--- config.mk ---
export PLATFORM = sky130hd
export DESIGN_NAME = tdm_demux4
export DESIGN_NICKNAME = d
export VERILOG_FILES = /design/src/rtl/tdm_demux_pkg.sv /design/src/rtl/tdm_slot_counter.sv /design/src/rtl/tdm_demux4.sv
export SDC_FILE = /design/constraint.sdc
export NUM_CORES = 1
export LEC_CHECK = 0
export ABC_AREA = 1
export BUFFER_PORTS_ARGS = -buffer_cell sky130_fd_sc_hd__buf_2
export CAP_MARGIN = 10
export CORE_MARGIN = 2
export CORE_UTILIZATION = 38
export CTS_CLUSTER_DIAMETER = 80
export DETAILED_ROUTE_END_ITERATION = 8
export SYNTH_ARGS = -nofsm -noshare
export SYNTH_HDL_FRONTEND = slang
export SYNTH_HIERARCHICAL = 1
export SYNTH_SLANG_ARGS = --single-unit
--- constraint.sdc ---
create_clock -name clk -period 1.4 [get_ports clk]
set_input_delay 0.28 -clock clk [delete_from_list [all_inputs] [get_ports clk]]
set_output_delay 0.28 -clock clk [all_outputs]
set_load 0.02 [all_outputs]
--- src/rtl/tdm_demux_pkg.sv ---
// Shared types and constants for the 4-slot TDM demultiplexer.
// No logic; constants only.
// No flow control; consumed by the counter and demux top.
package tdm_demux_pkg;

  localparam int NUM_SLOTS = 4;
  localparam int SLOT_W    = 2;

  typedef enum logic {
    HUNT    = 1'b0,
    COLLECT = 1'b1
  } state_t;

  localparam logic [SLOT_W-1:0] SLOT0 = SLOT_W'(0);
  localparam logic [SLOT_W-1:0] SLOT1 = SLOT_W'(1);
  localparam logic [SLOT_W-1:0] SLOT2 = SLOT_W'(2);
  localparam logic [SLOT_W-1:0] SLOT3 = SLOT_W'(NUM_SLOTS - 1);

endpackage

--- src/rtl/tdm_slot_counter.sv ---
// Slot index counter: load-to-1 on an accepted sync, increment per data beat, clear on frame completion.
// Latency: new index visible one cycle after the controlling beat.
// No backpressure; the index simply holds while no control input is active.
module tdm_slot_counter
  import tdm_demux_pkg::*;
(
  input  logic              clk,
  input  logic              rst_n,
  input  logic              i_load,
  input  logic              i_inc,
  input  logic              i_clr,
  output logic [SLOT_W-1:0] o_slot,
  output logic              o_c1,
  output logic              o_c0,
  output logic              o_last
);

  logic [SLOT_W-1:0] r_slot;

  // Completion wins over a new sync so the index only wraps 3->0 at end of frame.
  always_ff @(posedge clk or negedge rst_n) begin
    if (!rst_n) begin
      r_slot <= SLOT0;
    end else if (i_clr) begin
      r_slot <= SLOT0;
    end else if (i_load) begin
      r_slot <= SLOT1;
    end else if (i_inc) begin
      r_slot <= r_slot + SLOT_W'(1);
    end
  end

  assign o_slot = r_slot;
  assign o_c1   = r_slot[1];
  assign o_c0   = r_slot[0];
  assign o_last = (r_slot == SLOT3);

endmodule

--- src/rtl/tdm_demux4.sv ---
// 4-slot TDM demultiplexer: shadows slots 0..2, publishes all four lanes together on the slot-3 beat.
// Latency: x0..x3 and frame_valid appear one cycle after the slot-3 beat.
// No backpressure; valid_in low stalls the frame indefinitely, early sync discards the partial frame.
module tdm_demux4
  import tdm_demux_pkg::*;
#(
  parameter int WIDTH = 1
) (
  input  logic             clk,
  input  logic             rst_n,
  input  logic [WIDTH-1:0] m_in,
  input  logic             valid_in,
  input  logic             sync_in,
  output logic [WIDTH-1:0] x0,
  output logic [WIDTH-1:0] x1,
  output logic [WIDTH-1:0] x2,
  output logic [WIDTH-1:0] x3,
  output logic             c1,
  output logic             c0,
  output logic             frame_valid,
  output logic             frame_err
);

  state_t            r_state;
  logic [WIDTH-1:0]  r_sh0, r_sh1, r_sh2;
  logic [WIDTH-1:0]  r_x0, r_x1, r_x2, r_x3;
  logic              r_fv, r_fe;

  logic [SLOT_W-1:0] w_slot;
  logic              w_last;
  logic              w_data_beat;
  logic              w_load, w_inc, w_clr;

  // A sync beat always starts a new frame, in HUNT or (as an early sync) in COLLECT.
  assign w_data_beat = (r_state == COLLECT) && valid_in && !sync_in;
  assign w_load      = valid_in && sync_in;
  assign w_clr       = w_data_beat && w_last;
  assign w_inc       = w_data_beat && !w_last;

  tdm_slot_counter u_slot_counter (
    .clk    (clk),
    .rst_n  (rst_n),
    .i_load (w_load),
    .i_inc  (w_inc),
    .i_clr  (w_clr),
    .o_slot (w_slot),
    .o_c1   (c1),
    .o_c0   (c0),
    .o_last (w_last)
  );

  // Frame FSM with shadow capture, output publish and one-cycle status pulses.
  always_ff @(posedge clk or negedge rst_n) begin
    if (!rst_n) begin
      r_state <= HUNT;
      r_sh0   <= '0;
      r_sh1   <= '0;
      r_sh2   <= '0;
      r_x0    <= '0;
      r_x1    <= '0;
      r_x2    <= '0;
      r_x3    <= '0;
      r_fv    <= 1'b0;
      r_fe    <= 1'b0;
    end else begin
      r_fv <= 1'b0;
      r_fe <= 1'b0;
      case (r_state)
        HUNT: begin
          // Unsynced beats are dropped silently while looking for slot 0.
          if (valid_in && sync_in) begin
            r_sh0   <= m_in;
            r_state <= COLLECT;
          end
        end
        COLLECT: begin
          if (valid_in) begin
            if (sync_in) begin
              // Early sync: drop the partial frame, restart with this beat as slot 0.
              r_fe  <= 1'b1;
              r_sh0 <= m_in;
            end else if (w_last) begin
              // Slot 3 goes straight to x3; all lanes update on the same edge.
              r_x0    <= r_sh0;
              r_x1    <= r_sh1;
              r_x2    <= r_sh2;
              r_x3    <= m_in;
              r_fv    <= 1'b1;
              r_state <= HUNT;
            end else if (w_slot == SLOT1) begin
              r_sh1 <= m_in;
            end else begin
              r_sh2 <= m_in;
            end
          end
        end
        default: r_state <= HUNT;
      endcase
    end
  end

  assign x0          = r_x0;
  assign x1          = r_x1;
  assign x2          = r_x2;
  assign x3          = r_x3;
  assign frame_valid = r_fv;
  assign frame_err   = r_fe;

endmodule

==> impl_metrics.json, run 1 <==
{
  "p_leak_nw": 0.410,
  "h-tree-depth": 1,
  "cp.arrival_ns": 0.99,
  "cts_tree": "built",
  "die_area_um2": 1850,
  "insertedDiodeCount": 0,
  "cp_max_fo": 5,
  "switchingPower_mw": 0.571,
  "clk_latency_ns": 0.28,
  "skew_ns": 0.00219,
  "path_cells": "buf_4, buf_2",
  "die_y_um": 43.0,
  "ys_ff_latch": 12,
  "core-area_um2": 1470,
  "seq_area_um2": 300,
  "wl_mm": 1.09,
  "slew_viol_final": 0,
  "switching_share_pct": 40.1,
  "cp_top_family": "flip-flops",
  "clk_pin_slew_ns": 0.08,
  "avgViaCountPerCell": 4.75,
  "portBuffers": 12,
  "grt_pass1_wl_mm": 1.88,
  "cts.sinks": 12,
  "fin_crit_ns": 1.27,
  "path_buf_inv": 2,
  "drt_drc_violations_left": 0,
  "critical_path.max_stage_delay_ns": 0.40,
  "drtIter0Drc": 2,
  "grt_max_degree": 13,
  "internal_power_mw": 0.852,
  "grt_pass1_vias": 434,
  "path_class": "reg2out",
  "slowest_stage": "dfrtp_1",
  "fillCellCount": 153,
  "max_freq_mhz": 788,
  "grt_usage_pct": 14.3,
  "synthTopCellsByArea": "dfrtp_1 52%, nand2_1 14%, nand4_1 7.6%",
  "start_kind": "flop",
  "ys_seq_area_share_pct": 51.8,
  "drive_gt1_share_pct": 34.1,
  "finalSetupTns_ns": 0,
  "max-cap-violations": 0,
  "synth_cell_types": 15,
  "end_kind": "primary output",
  "netlist_instances": 68,
  "wire_per_inst_um": 10.8,
  "cts_setup_buffers": 0,
  "p_comb_share_pct": 41.8,
  "antenna_found_initial": 0,
  "clockBufferDepth": 2,
  "status": "completed",
  "sequentialPowerShare_pct": 37.9,
  "slew_headroom_pct": 81.7,
  "ioPinCount": 13,
  "tightest_slew_ns": 0.275,
  "initial_core_util_pct": 39.4,
  "gp_congestion": 0.754,
  "hold_path.class": "in2reg",
  "clockRootBuffer": "clkbuf_4",
  "nets": 92,
  "synth_area_per_cell_um2": 8.52,
  "yosys.area.top_type": "dfrtp_1",
  "hpwl_um": 835,
  "die_x_um": 43.0,
  "period_share_pct": 90.7,
  "setup_violations": 0,
  "synth_top_area_share_pct": 51.8,
  "numCtsBuffers": 3,
  "grt_overflow": 0,
  "rsz0062_at_grt": "no",
  "final_common_cell": "nand2_1",
  "firstDrtPassIters": 2,
  "layout_common_cells": "22 x nand2_1, 12 x dfrtp_1, 12 x buf_2, 7 x nand4_1",
  "yosys_warnings": 6,
  "finish.utilization_pct": 48.9,
  "ant_nets": 0,
  "cellPowerDensity_nw_per_um2": 1980,
  "vias": 480,
  "syn2layout_area_growth_pct": 24.2,
  "row_count": 14,
  "final_hold_viol_count": 0,
  "ir_worst_vdd_v": 0.00109,
  "clkPwrFrac_pct": 20.2,
  "syn_area_um2": 579,
  "syn_nets": 74,
  "critPathRequiredTime_ns": 1.12,
  "multi_input_area_um2": 230
}
[per-layer routing]
layer | up-vias | routed length [um] | track usage, %
met5 | - | 0 | 0
met4 | 0 | 37 | 10.9
met3 | 5 | 59 | 2.55
met2 | 13 | 524 | 22.7
met1 | 211 | 473 | 16.9
li1 | 251 | - | -
[metrics by stage]
stage | cell area (um^2) | instances | setup slack (ns) | power (mW) | hold slack (ns)
6_report | 719 | 101 | 0.131 | 1.42 | 0.259
4_1_cts | 711 | 101 | 0.0879 | 1.42 | 0.269
3_3_place_gp | 664 | 96 | 0.142 | 1.12 | 0.171
3_5_place_dp | 664 | 96 | 0.103 | 1.13 | 0.172
2_1_floorplan | 584 | 68 | 0.0416 | 0.956 | -0.0156
5_1_grt | 719 | 101 | 0.0747 | 1.54 | 0.285
[power by group through the flow]
stage / clock, mW / sequential [mW] / combinational (mW)
2_1_floorplan: 0 / 0.658 / 0.297
3_3_place_gp: 0 / 0.543 / 0.577
3_5_place_dp: 0 / 0.547 / 0.587
4_1_cts: 0.289 / 0.539 / 0.595
5_1_grt: 0.308 / 0.554 / 0.676
6_report: 0.288 / 0.540 / 0.595
[cell usage after synthesis (all sizes together)]
| library cell | number |
|---|---|
| nand4 | 7 |
| nor2 | 6 |
| nand2 | 22 |
| nand3 | 6 |
| ha | 1 |
| inv | 8 |
| dfrtp | 12 |
| clkinv | 3 |
| nor3 | 1 |
| buf | 2 |
[flip-flops by register name, indices dropped and copies added, names as in the netlist]
name                   flops
u_slot_counter/o_slot      2
r_sh0                      1
x2                         1
frame_err                  1
x1                         1
r_sh1                      1
x0                         1
x3                         1
frame_valid                1
r_state                    1
r_sh2                      1
[what timing repair did]
action	CTS	global route
endpoints found under the hold margin	12	0
hold buffers	1	0
setup endpoints to repair	0	2
resized for setup	0	2
[worst reg2reg max path, stage by stage (launching register included)]
cell	delay, ns
dfrtp_1	0.37
ha_2	0.31
nand3_4	0.13
inv_2	0.09
clkinv_2	0.07
nand3_1	0.08
nand2_1	0.06
[final timing paths]
kind / startpoint / to / slack (ns) / depth (start not counted)
min reg2reg: x1 / x1 / 0.48 / 2
min in group asynchronous: rst_n / x1 / 0.41 / 2
max: u_slot_counter/o_slot[0] / c0 / 0.13 / 2
max reg2reg: u_slot_counter/o_slot[0] / u_slot_counter/o_slot[0] / 0.19 / 6
min: m_in / r_sh0 / 0.26 / 3
max in group asynchronous: rst_n / r_sh0 / 0.78 / 2
[logic make-up (layout without fill, tap and decap cells)]
| logic type | after synthesis | count (layout) | synth area share, % |
|---|---|---|---|
| AND/OR/NAND/NOR | 42 | 42 | 35.2 |
| buffers and inverters | 13 | 30 | 10.8 |
| adder cells (fa/ha/maj) | 1 | 1 | 2.16 |
| flip-flops | 12 | 12 | 51.8 |
[final cells by class]
type | count | share of cell area [%]
Tap cell | 16 | 2.78
Clock buffer | 4 | 5.04
Sequential cell | 12 | 41.7
Inverter | 11 | 6.61
Multi-Input combinational cell | 43 | 32.0
Timing Repair Buffer | 15 | 11.8
(Power assumes the default switching activity.)
==> run 2, diff against run 1 <==
--- a/config.mk
+++ b/config.mk
@@ -12,6 +12,7 @@
 export CORE_UTILIZATION = 38
 export CTS_CLUSTER_DIAMETER = 80
 export DETAILED_ROUTE_END_ITERATION = 8
+export RECOVER_POWER = 100
 export SYNTH_ARGS = -nofsm -noshare
 export SYNTH_HDL_FRONTEND = slang
 export SYNTH_HIERARCHICAL = 1
==> run 2 against run 1 <==
Compared with the run above:
- combinational power down 4.5%
- sequential power is essentially flat
- design area fell by 2.3%
- largest cell class unchanged
- register-to-register slack improved by 0.02 ns
==> impl_metrics.json, run 2 (synthesis results as in run 1) <==
{
  "status": "completed",
  "finish.utilization_pct": 47.8,
  "ioPinCount": 13,
  "skew_ns": 0.00219,
  "h-tree-depth": 1,
  "critPathRequiredTime_ns": 1.12,
  "p_leak_nw": 0.374,
  "final_hold_viol_count": 0,
  "total_power_mw": 1.40,
  "drt_drc_violations_left": 0,
  "largest_reg_flops": 2,
  "insertedDiodeCount": 0,
  "row_count": 14,
  "cp.arrival_ns": 1.01,
  "cp_max_fo": 5,
  "portBuffers": 12,
  "grt_usage_pct": 14.3,
  "die_area_um2": 1850,
  "syn2layout_area_growth_pct": 21.4,
  "wire_per_inst_um": 11.0,
  "cts.sinks": 12,
  "numCtsBuffers": 3,
  "die_x_um": 43.0,
  "grt_pass1_wl_mm": 1.88,
  "ant_nets": 0,
  "setup_violations": 0,
  "drtIter0Drc": 2,
  "finalNonFillerCells": 101,
  "initial_core_util_pct": 39.4,
  "grt_pass1_vias": 434,
  "hold_path.class": "in2reg",
  "cellPowerDensity_nw_per_um2": 1990,
  "avgViaCountPerCell": 4.72,
  "slew_headroom_pct": 56.4,
  "dr_wl_met3_um": 52,
  "clockRootBuffer": "clkbuf_4",
  "end_kind": "primary output",
  "slew_viol_final": 0,
  "fin_crit_ns": 1.29,
  "top_layer": "met4",
  "drive_gt1_share_pct": 20.0,
  "whs_ns": 0.260,
  "max-cap-violations": 0,
  "clockBufferDepth": 2,
  "gp_congestion": 0.754,
  "cts_setup_buffers": 0,
  "max_freq_mhz": 773,
  "fillCellCount": 163,
  "nets": 92,
  "wl_mm": 1.11,
  "layout_common_cells": "22 x nand2_1, 12 x dfrtp_1, 10 x clkbuf_1, 7 x nand4_1, 6 x inv_1",
  "cts_tree": "built",
  "clk_latency_ns": 0.28,
  "tightest_slew_ns": 0.654,
  "rsz0062_at_grt": "no",
  "dp_cells": 96,
  "start_kind": "flop",
  "grt_overflow": 0,
  "antenna_found_initial": 0,
  "die_y_um": 43.0,
  "drt-met1-wl_um": 503,
  "vias": 477,
  "final_common_cell": "nand2_1",
  "wl_met2_um": 513,
  "period_share_pct": 92.4,
  "firstDrtPassIters": 2,
  "path_class": "reg2out",
  "core-area_um2": 1470,
  "ir_worst_vdd_v": 0.00101,
  "hpwl_um": 835,
  "grt_max_degree": 13,
  "finalSetupTns_ns": 0,
  "seq_area_um2": 300,
  "clk_pin_slew_ns": 0.08,
  "multi_input_area_um2": 228
}
==> run 2: changes by cell type in the layout (fill, tap and decap cells not counted) <==
cell | previous run | this run
clkbuf_1 | 0 | 10
clkinv_2 | 1 | 0
buf_2 | 12 | 2
inv_1 | 5 | 6
nor2_2 | 3 | 2
nor2_1 | 3 | 4
==> run 2: cell type report <==
cell class                 instances  share of cell area [%]
inverter                          11                    6.58
multi-input combinational         43                    32.4
timing repair buffer              15                    10.3
tap                               16                    2.85
clock buffer                       4                    5.16
sequential                        12                    42.7
==> run 2: per-layer routing <==
metal / GRT usage, % / up-vias
met5: 0 / -
met4: 10.9 / 0
met3: 2.55 / 5
met2: 22.7 / 13
met1: 16.9 / 208
li1: - / 251
==> run 2: where the power goes <==
group / internal, mW / switching, mW
sequential: 0.471 / 0.0707
clock: 0.159 / 0.129
combinational: 0.196 / 0.372
total: 0.826 / 0.572
==> run 2: worst max-delay path, cell delays in order, from the launching register on <==
cell and delay, ns:
dfrtp_1 0.37, buf_4 0.14, clkbuf_1 0.22
==> run 2: what timing repair did <==
item	4_1_cts	5_1_grt
hold endpoints to repair	12	0
endpoints found under the setup margin	0	2
hold buffers	1	0
gates resized for setup	0	2
==> run 2: final timing paths <==
| check | from | to | slack (ns) | cells after the start |
|---|---|---|---|---|
| max | u_slot_counter/o_slot[0] | c0 | 0.11 | 2 |
| min | m_in | r_sh0 | 0.26 | 3 |
| max reg2reg | u_slot_counter/o_slot[0] | u_slot_counter/o_slot[0] | 0.21 | 6 |
| min reg2reg | r_sh1 | r_sh1 | 0.48 | 2 |
| max in group asynchronous | rst_n | r_sh0 | 0.45 | 2 |
| min in group asynchronous | rst_n | x1 | 0.53 | 2 |
==> run 2: through the flow <==
| stage | setup slack, ns | instance area [um^2] |
|---|---|---|
| 6_report | 0.106 | 703 |
| 3_5_place_dp | 0.103 | 664 |
| 2_1_floorplan | 0.0416 | 584 |
| 4_1_cts | 0.0879 | 711 |
| 3_3_place_gp | 0.142 | 664 |
| 5_1_grt | 0.0544 | 703 |
==> run 3, diff against run 2 <==
--- a/config.mk
+++ b/config.mk
@@ -5,12 +5,12 @@
 export SDC_FILE = /design/constraint.sdc
 export NUM_CORES = 1
 export LEC_CHECK = 0
-export ABC_AREA = 1
 export BUFFER_PORTS_ARGS = -buffer_cell sky130_fd_sc_hd__buf_2
 export CAP_MARGIN = 10
 export CORE_MARGIN = 2
 export CORE_UTILIZATION = 38
 export CTS_CLUSTER_DIAMETER = 80
+export CTS_CLUSTER_SIZE = 12
 export DETAILED_ROUTE_END_ITERATION = 8
 export RECOVER_POWER = 100
 export SYNTH_ARGS = -nofsm -noshare
==> run 3 against run 2 <==
Compared with the run above:
- register-to-register slack lost 0.22 ns
- cell count shrank 22%
- worst hold slack lost 0.012 ns
- utilization grew 4.6 points
- largest power group is now registers
- total power shrank 0.70%
- area after synthesis shrank 8.2%
- synthesized cell count shrank 34%
- clock skew is essentially flat
- worst setup slack lost 0.11 ns
- critical endpoint is now r_sh2
- largest cell class unchanged
- the flow now finishes with violations (negative setup slack)
- combinational power shrank 2%
- wire length shrank 18%
- first-iteration DRC count grew to 3.5 times the previous value
==> impl_metrics.json, run 3 <==
{
  "synthTopCellsByArea": "dfrtp_1 56%, nand2_1 8.5%, mux2_4 5.6%",
  "final_common_cell": "nand2_1",
  "max-cap-violations": 0,
  "die_x_um": 41.4,
  "wl_um": 912,
  "grt_max_degree": 13,
  "ys.flop_type": "dfrtp_1",
  "r2r-end": "r_sh2",
  "synthTopCellsByCount": "12 x dfrtp_1, 12 x nand2_1, 4 x inv_1",
  "synth_area_per_cell_um2": 11.8,
  "fin_area_um2": 682,
  "ant_nets": 0,
  "skew_ns": 0.00257,
  "wire_per_inst_um": 11.5,
  "hold-path-endpoint": "x3",
  "nets": 71,
  "netlist_instances": 45,
  "fin_crit_ns": 1.41,
  "grt_pass1_vias": 357,
  "clk_pin_slew_ns": 0.08,
  "vias": 368,
  "portBuffers": 12,
  "tightest_slew_ns": 0.645,
  "die_y_um": 41.4,
  "internal_power_mw": 0.906,
  "hold_path.class": "in2reg",
  "antenna_found_initial": 0,
  "clockRootBuffer": "clkbuf_4",
  "cp_max_fo": 4,
  "status": "complete, but fails checks",
  "r2r_slack_ns": -0.005,
  "ys_seq_area_share_pct": 56.5,
  "layout_common_cells": "12 x nand2_1, 11 x buf_2, 10 x dfrtp_1, 4 x inv_1",
  "yosys.area.top_type": "dfrtp_1",
  "clk_latency_ns": 0.27,
  "end_kind": "flop",
  "hold_path_depth": 3,
  "clockBufferDepth": 2,
  "avgViaCountPerCell": 4.66,
  "synth_cell_types": 18,
  "slew_headroom_pct": 57.0,
  "r2r_start": "u_slot_counter/o_slot[0]",
  "clkPwrFrac_pct": 19.5,
  "synth_edf_count": 0,
  "period_share_pct": 100,
  "fin_ws_ns": -0.00532,
  "sequentialPowerShare_pct": 40.5,
  "firstDrtPassIters": 4,
  "reg2regPathDepth": 4,
  "yosys_warnings": 6,
  "place_area_um2": 631,
  "seq_area_um2": 303,
  "cellPowerDensity_nw_per_um2": 2040,
  "max_freq_mhz": 712,
  "finalSetupTns_ns": -0.00997,
  "grt_usage_pct": 13.3,
  "drt_drc_violations_left": 0,
  "p_leak_nw": 0.367,
  "row_count": 13,
  "gp_congestion": 0.733,
  "insertedDiodeCount": 0,
  "ioPinCount": 13,
  "rsz0062_at_grt": "yes",
  "slew_viol_final": 0,
  "grt_overflow": 0,
  "syn_nets": 51,
  "h-tree-depth": 1,
  "die_area_um2": 1710,
  "initial_core_util_pct": 40.9,
  "grt_pass1_wl_mm": 1.73,
  "p_comb_share_pct": 40.0,
  "async_flop_share_pct": 100,
  "path_class": "reg2reg",
  "fillCellCount": 124,
  "switching_share_pct": 34.7,
  "largest_reg_flops": 2,
  "core-area_um2": 1300,
  "hp-start": "m_in",
  "final_hold_viol_count": 0,
  "cts.sinks": 12,
  "syn_area_um2": 532,
  "failed_checks": "negative setup slack",
  "cp.arrival_ns": 1.56,
  "drtIter0Drc": 7,
  "ys_ff_latch": 12,
  "start_kind": "flop",
  "syn2layout_area_growth_pct": 28.2,
  "critPathRequiredTime_ns": 1.56,
  "numCtsBuffers": 3,
  "cts_tree": "built",
  "drive_gt1_share_pct": 42.2,
  "synth_top_area_share_pct": 56.5,
  "setup_violations": 2,
  "switchingPower_mw": 0.481,
  "multi_input_area_um2": 214,
  "hpwl_um": 683,
  "ir_worst_vdd_v": 0.000931
}
run 3: cell types whose count changed in the layout (fill, tap and decap cells not counted), sizes merged, moves of 2 or more:
cell    delta
buf       +10
nand2     -10
clkbuf     -8
nand4      -7
nand3      -6
nor2       -6
inv        -5
mux2       +3
clkinv     -2
run 3: layout make-up:
type / count / area share [%]
clock buffers: 4 / 5.32
inverters: 4 / 2.20
multi-input cells: 27 / 31.4
flip-flops and latches: 12 / 44.4
well taps: 15 / 2.75
repair buffers: 17 / 13.9
run 3: cells by family after synthesis:
| family | share of synthesized area (%) |
|---|---|
| AO/OA/AOI/OAI | 4.00 |
| XOR/XNOR | 1.65 |
| adder cells (fa/ha/maj) | 2.35 |
| buffers and inverters | 5.65 |
| flip-flops | 56.5 |
| multiplexers | 9.65 |
| AND/OR/NAND/NOR | 20.2 |
run 3: worst max path at each step:
stage	cells after the start	start	end	slack, ns
5_1_grt	4	u_slot_counter/o_slot[1]	r_sh2	-0.05
3_3_place_gp	4	u_slot_counter/o_slot[0]	r_sh1	0.008
3_5_place_dp	4	u_slot_counter/o_slot[1]	r_sh1	-0.004
2_1_floorplan	4	u_slot_counter/o_slot[1]	r_sh1	-0.07
4_1_cts	4	u_slot_counter/o_slot[1]	r_sh2	-0.01
6_report	4	u_slot_counter/o_slot[0]	r_sh2	-0.005
run 3: timing repair:
item,in CTS,in global routing
hold buffers,1,0
buffers inserted,0,0
endpoints found under the hold margin,12,0
gates resized for setup,0,1
endpoints found under the setup margin,2,3
cloned,0,0
run 3: critical path, cell delays in order (launching register included):
cell and delay (ns):
dfrtp_2 0.43, ha_4 0.16, and4bb_4 0.34, o21ai_2 0.07, mux2_4 0.29
run 3: metal layers:
| metal | track usage (%) | vias up | wire length (um) |
|---|---|---|---|
| met5 | 0 | - | 0 |
| met4 | 3.87 | 0 | 0 |
| met3 | 6.52 | 0 | 72 |
| met2 | 18.8 | 13 | 433 |
| met1 | 17.8 | 172 | 406 |
| li1 | - | 183 | - |
run 3: power by group through the flow:
stage | Sequential, mW | Combinational (mW) | Clock [mW]
global placement | 0.559 | 0.547 | 0
floorplan | 0.670 | 0.281 | 0
CTS | 0.553 | 0.560 | 0.284
detailed placement | 0.560 | 0.554 | 0
finish | 0.562 | 0.555 | 0.271
global route | 0.584 | 0.607 | 0.303
run 3: per-stage QoR:
stage / setup slack [ns] / util (%) / cells / hold slack [ns] / total power, mW
2_1_floorplan: -0.0698 / - / 45 / -0.0156 / 0.951
3_3_place_gp: 0.00770 / 48.5 / 74 / 0.173 / 1.11
3_5_place_dp: -0.00401 / 48.5 / 74 / 0.174 / 1.11
4_1_cts: -0.0142 / 52.0 / 79 / 0.243 / 1.40
5_1_grt: -0.0530 / 52.4 / 79 / 0.265 / 1.49
6_report: -0.00532 / 52.4 / 79 / 0.247 / 1.39
